**src/rtl/dma_hold_ctrl_pkg.sv**
```systemverilog
// Shared types and default constants for the DMA HOLD/HLDA bus-ownership logic.
package dma_hold_ctrl_pkg;

  typedef enum logic [2:0] {
    IDLE    = 3'd0,
    DRAIN   = 3'd1,
    DELAY   = 3'd2,
    GRANT   = 3'd3,
    RELEASE = 3'd4
  } hold_state_t;

  localparam int HLDA_DELAY_DEF     = 1;
  localparam int CPU_MIN_CYCLES_DEF = 1;
  localparam int WDOG_MAX_DEF       = 1024;
  localparam int WDOG_W_DEF         = 11;

endpackage

```
**src/rtl/dma_hold_ctrl_watchdog.sv**
```systemverilog
// Hold-duration watchdog: counts GRANT cycles and raises a sticky error at WDOG_MAX.
// Compiled only when HOLD_WATCHDOG_EN is defined.
`ifdef HOLD_WATCHDOG_EN
module hold_watchdog
  import dma_hold_ctrl_pkg::*;
#(
  parameter int WDOG_MAX = WDOG_MAX_DEF,
  parameter int WDOG_W   = WDOG_W_DEF
) (
  input  logic CLK,
  input  logic RESET,
  input  logic i_run,
  output logic o_err
);

  localparam logic [WDOG_W-1:0] CNT_MAX  = WDOG_W'(WDOG_MAX);
  localparam logic [WDOG_W-1:0] CNT_ONE  = WDOG_W'(1);
  localparam logic [WDOG_W-1:0] CNT_LAST = CNT_MAX - CNT_ONE;

  logic [WDOG_W-1:0] r_cnt;
  logic              r_err;

  // The error is flagged on the same edge the counter reaches WDOG_MAX.
  always_ff @(posedge CLK) begin
    if (RESET) begin
      r_cnt <= '0;
      r_err <= 1'b0;
    end else begin
      if (!i_run)
        r_cnt <= '0;
      else if (r_cnt != CNT_MAX)
        r_cnt <= r_cnt + CNT_ONE;
      if (i_run && (r_cnt == CNT_LAST))
        r_err <= 1'b1;
    end
  end

  assign o_err = r_err;

endmodule
`endif

```
**src/rtl/dma_hold_ctrl.sv**
```systemverilog
// HOLD/HLDA responder: hands the bus to the DMA once the CPU cycle and lock clear.
// Optional hold watchdog is built when HOLD_WATCHDOG_EN is defined.
module dma_hold_ctrl
  import dma_hold_ctrl_pkg::*;
#(
  parameter int HLDA_DELAY     = HLDA_DELAY_DEF,
  parameter int CPU_MIN_CYCLES = CPU_MIN_CYCLES_DEF,
  parameter int WDOG_MAX       = WDOG_MAX_DEF,
  parameter int WDOG_W         = WDOG_W_DEF
) (
  input  logic CLK,
  input  logic RESET,
  input  logic hrq,
  input  logic cpuBusReq,
  input  logic cpuCycleActive,
  input  logic cpuLock,
  output logic hlda,
  output logic cpuGrant,
  output logic holdErr
);

  if ((HLDA_DELAY < 0) || (HLDA_DELAY > 15) || (CPU_MIN_CYCLES < 0) ||
      (CPU_MIN_CYCLES > 15) || ((2 ** WDOG_W) <= WDOG_MAX)) begin : g_bad_cfg
    $error("dma_hold_ctrl: parameter out of range");
  end

  localparam logic [3:0] DLY_LOAD  = 4'(HLDA_DELAY);
  // The RELEASE->IDLE edge already gives the CPU its first grant cycle.
  localparam logic [3:0] FAIR_LOAD = (CPU_MIN_CYCLES > 0) ? 4'(CPU_MIN_CYCLES - 1) : 4'd0;

  hold_state_t r_state;
  hold_state_t w_state_nxt;
  hold_state_t w_arm_state;
  logic [3:0]  r_dly_cnt;
  logic [3:0]  r_fair_cnt;
  logic        r_hlda;
  logic        r_cpu_grant;
  logic        w_bus_busy;
  logic        w_fair_block;
  logic        w_hlda_nxt;
  logic        w_grant_nxt;

  assign w_bus_busy   = cpuCycleActive | cpuLock;
  assign w_fair_block = (r_fair_cnt != 4'd0) && cpuBusReq;
  assign w_arm_state  = (HLDA_DELAY == 0) ? GRANT : DELAY;

  always_ff @(posedge CLK) begin
    if (RESET)
      r_state <= IDLE;
    else
      r_state <= w_state_nxt;
  end

  always_comb begin
    w_state_nxt = r_state;
    case (r_state)
      IDLE: begin
        if (hrq && !w_fair_block)
          w_state_nxt = w_bus_busy ? DRAIN : w_arm_state;
      end
      DRAIN: begin
        if (!hrq)
          w_state_nxt = IDLE;
        else if (!w_bus_busy)
          w_state_nxt = w_arm_state;
      end
      DELAY: begin
        if (!hrq)
          w_state_nxt = IDLE;
        else if (w_bus_busy)
          w_state_nxt = DRAIN;
        else if (r_dly_cnt <= 4'd1)
          w_state_nxt = GRANT;
      end
      GRANT: begin
        if (!hrq)
          w_state_nxt = RELEASE;
      end
      RELEASE: w_state_nxt = IDLE;
      default: w_state_nxt = IDLE;
    endcase
  end

  // The first GRANT cycle is a handover cycle; hlda drops on the same edge GRANT is left.
  always_comb begin
    w_hlda_nxt  = (r_state == GRANT) && (w_state_nxt == GRANT);
    w_grant_nxt = (w_state_nxt == IDLE) && cpuBusReq;
  end

  always_ff @(posedge CLK) begin
    if (RESET) begin
      r_hlda      <= 1'b0;
      r_cpu_grant <= 1'b0;
      r_dly_cnt   <= 4'd0;
      r_fair_cnt  <= 4'd0;
    end else begin
      r_hlda      <= w_hlda_nxt;
      r_cpu_grant <= w_grant_nxt;

      if ((w_state_nxt == DELAY) && (r_state != DELAY))
        r_dly_cnt <= DLY_LOAD;
      else if ((r_state == DELAY) && (r_dly_cnt != 4'd0))
        r_dly_cnt <= r_dly_cnt - 4'd1;

      if (r_state == RELEASE)
        r_fair_cnt <= cpuBusReq ? FAIR_LOAD : 4'd0;
      else if ((r_state != IDLE) || !cpuBusReq)
        r_fair_cnt <= 4'd0;
      else if (r_fair_cnt != 4'd0)
        r_fair_cnt <= r_fair_cnt - 4'd1;
    end
  end

  assign hlda     = r_hlda;
  assign cpuGrant = r_cpu_grant;

`ifdef HOLD_WATCHDOG_EN
  logic w_in_grant;
  logic w_hold_err;

  assign w_in_grant = (r_state == GRANT);

  hold_watchdog #(
    .WDOG_MAX (WDOG_MAX),
    .WDOG_W   (WDOG_W)
  ) u_wdog (
    .CLK   (CLK),
    .RESET (RESET),
    .i_run (w_in_grant),
    .o_err (w_hold_err)
  );

  assign holdErr = w_hold_err;
`else
  assign holdErr = 1'b0;
`endif

endmodule

```
**config.mk**
```make
export PLATFORM = sky130hd
export DESIGN_NAME = dma_hold_ctrl
export DESIGN_NICKNAME = d
export VERILOG_FILES = /design/src/rtl/dma_hold_ctrl_pkg.sv /design/src/rtl/dma_hold_ctrl_watchdog.sv /design/src/rtl/dma_hold_ctrl.sv
export SDC_FILE = /design/constraint.sdc
export NUM_CORES = 1
export LEC_CHECK = 0
export CAP_MARGIN = 20
export CORE_UTILIZATION = 47
export DETAILED_ROUTE_END_ITERATION = 10
export PLACE_DENSITY = 0.71
export REMOVE_ABC_BUFFERS = 1
export SYNTH_ARGS = -nofsm -noshare
export SYNTH_HDL_FRONTEND = slang
export SYNTH_SLANG_ARGS = --single-unit
```
**constraint.sdc**
```tcl
create_clock -name CLK -period 2.4 [get_ports CLK]
set_input_delay 0.72 -clock CLK [delete_from_list [all_inputs] [get_ports CLK]]
set_output_delay 0.72 -clock CLK [all_outputs]
set_load 0.05 [all_outputs]
```
==> impl_results.md <==
* Sequential area share after synthesis at 40.2%
* Die Area at 1530 um2
* Worst R2R Setup Slack at about 850 ps
* Core Area at ~1300 um2
* Synth Instances at 70
* Clock-pin slew of the registers on the worst-case setup and hold paths at ~80 ps
* Crit path DAT at about 1400 ps
* Cts hold-fix bufs at 0
* Total grt overflow at 0
* Pwr/cell area at 530 nW/um2
* Clock power frac at about 34%
* Worst path bufs/invs at 1
* Placed inst area at around 730 um2
* TNS Setup at 0 ps
* Post-cts repair resize count at 0
* Syn. warnings at 0
* Finished Layout Cells at 95
* PortBufs at 7
* Pwr Total at 0.401 mW
* WP data required at about 1700 ps
* Pre-CTS setup slack at 249 ps
* Area Overhead vs Synth at 16.8%
* First-pass GRT wire length at 1660 um
* Hold Worst Slack at 524 ps
* GP Congestion at 0.649
* Post-Route Utilization at 58.9%
* Worst path cell trace: clkdlybuf4s50_1
* Post-synth ARST share at 0%
* Sequential Power Share at between 50% and 60%
* Number of synthesized register bits at 13
* VDD IR-drop max at around 320 uV
* H-tree depth at 1
* CTS tree: done
* Worst Clk Skew at 6.15 ps
* Tmin final at around 2100 ps
* Synth unique cells at 27
* Hold crit path type: register to register
* Post-synthesis average cell area at between 9 and 10 um2
* CP max stage cell: clkdlybuf4s50_1
* Antenna violations before repair at 0
* RSZ-0062 raised after global routing: false
* Vias in the first global route at roughly 430
* Crit path kind: register to output port
* Final nets at 91
* Post-route ant nets at 0
* Final instance area at between 700 and 800 um2
* Gr usage total at around 17%
* Slew HR at 66.7%
* LEAKAGE at approximately 0.28 nW
* Net Sw Frac at between 20 and 25%
* Crit-path max FO at 1
* Final hold viol count at 0
* Psw at about 0.099 mW
* Inst Count DP at between 90 and 100
* Crit. End Element: output port
* Logic pwr share at 10.9%
* # diodes at 0
* Final worst setup slack at ~280 ps
* Startpoint types: register
* Die height at a little under 40 um
* Worst skew pair latency at 280 ps
* CP max stage delay at around 800 ps
* Postcts setup bufs at 0
* Worst Tran Pin Value at 498 ps
* # rows at 13
* Clock root cell: clkbuf_4
* First-pass DRT Iterations at 2
* WL/cell at between 10 and 15 um
* CTS sink count at 13
* IO Count at 9
* Crit-path leading delay family: buffers and inverters
* Max-slew violation count at 0
* Final worst path period share at between 80% and 90%
* Drt via density at 5.13
* Routed WL at 1010 um
* Starting DRT DRC Count at 3
* Bufs on Longest Clock Path at 2
* Initial Utilization at 50.4%
* Die width at approximately 39 um
* Cell Int Power at 0.303 mW
* FMAX at between 400 and 500 MHz
* Largest net degree at the start of global routing at 9
* Max-cap viol count at 0
* Setup violators final at 0
* DRC viols at 0
* Synth Flop Type: dfxtp_1
* Post-synth EDFFs at 0
* DR vias at 487
* Mapped cell area at roughly 650 um2
* Inserted Clock Buffers at 3
* Layout cells sized above 1 at 18.8%
* Post-detail-place hpwl at between 800 and 900 um
* Outcome: finished, final reports clean
-- layout make-up --
class | count | area (um2)
clock buffer | 3 | 22.5
clock inverter | 1 | 5.00
fill | 128 | 528
inverter | 4 | 15.0
multi-input combinational | 52 | 365
sequential | 13 | 260
tap | 15 | 18.8
timing repair buffer | 7 | 70.1
-- registers in the layout (all words and copies together) (netlist names) --
signal      flops
r_dly_cnt       4
r_fair_cnt      4
r_state         3
cpuGrant        1
hlda            1
-- path summary, 6_finish.rpt --
kind                                     from            end  cells after the start
worst max-delay path                 cpuGrant       cpuGrant                      1
worst min-delay path            r_fair_cnt[1]  r_fair_cnt[1]                      2
worst max register to register  r_fair_cnt[0]     r_state[0]                      6
worst min register to register  r_fair_cnt[1]  r_fair_cnt[1]                      2
-- placed cells by master (no fill, tap or decap), drive strengths merged --
cell / count
dfxtp: 13
nor2: 11
clkdlybuf4s50: 7
a21oi: 6
inv: 4
nor3: 4
ha: 4
clkbuf: 3
or3: 3
nor3b: 3
xnor2: 2
nand3: 2
xor2: 2
nand2: 2
or2: 2
or3b: 2
o21ai: 2
o2111ai: 1
nand2b: 1
and2: 1
nor4b: 1
a211oi: 1
mux2: 1
conb: 1
clkinv: 1
-- per-layer routing --
layer / part of all wire, % / vias to the layer above / global-route usage (%)
met5: 0 / - / 0
met4: 2.1 / 0 / 10.3
met3: 3.2 / 2 / 5.20
met2: 47 / 10 / 26.3
met1: 47 / 216 / 19.3
li1: - / 259 / -
-- cell usage after synthesis (2+ instances only) --
cell / count / area [um2]
a21oi_1: 6 / 30.0
dfxtp_1: 13 / 260
ha_1: 4 / 50.1
inv_1: 4 / 15.0
nand2_1: 2 / 7.51
nand3_1: 2 / 10.0
nor2_1: 11 / 41.3
nor3_1: 4 / 20.0
nor3b_1: 2 / 15.0
or2_2: 2 / 12.5
or3_1: 2 / 12.5
xnor2_1: 2 / 17.5
xor2_1: 2 / 17.5
-- logic make-up (layout without fill, tap and decap cells) --
| logic type | count (synthesis) | count (layout) | synth area share, % |
|---|---|---|---|
| AO/OA/AOI/OAI | 10 | 10 | 11.0 |
| XOR/XNOR | 4 | 4 | 5.41 |
| adder cells (fa/ha/maj) | 4 | 4 | 7.72 |
| buffers and inverters | 5 | 15 | 3.47 |
| flip-flops | 13 | 13 | 40.2 |
| multiplexers | 1 | 1 | 1.74 |
| other | 1 | 1 | 0.579 |
| AND/OR/NAND/NOR | 32 | 32 | 29.9 |
-- power groups by stage --
stage | clock network [mW] | logic, mW | registers (mW)
after global routing | 0.147 | 0.0485 | 0.223
after detailed placement | 0 | 0.0439 | 0.228
after global placement | 0 | 0.0437 | 0.228
final | 0.135 | 0.0437 | 0.223
after floorplan | 0 | 0.0257 | 0.230
after CTS | 0.140 | 0.0443 | 0.223
No activity file was read; power rests on OpenSTA's default activity.
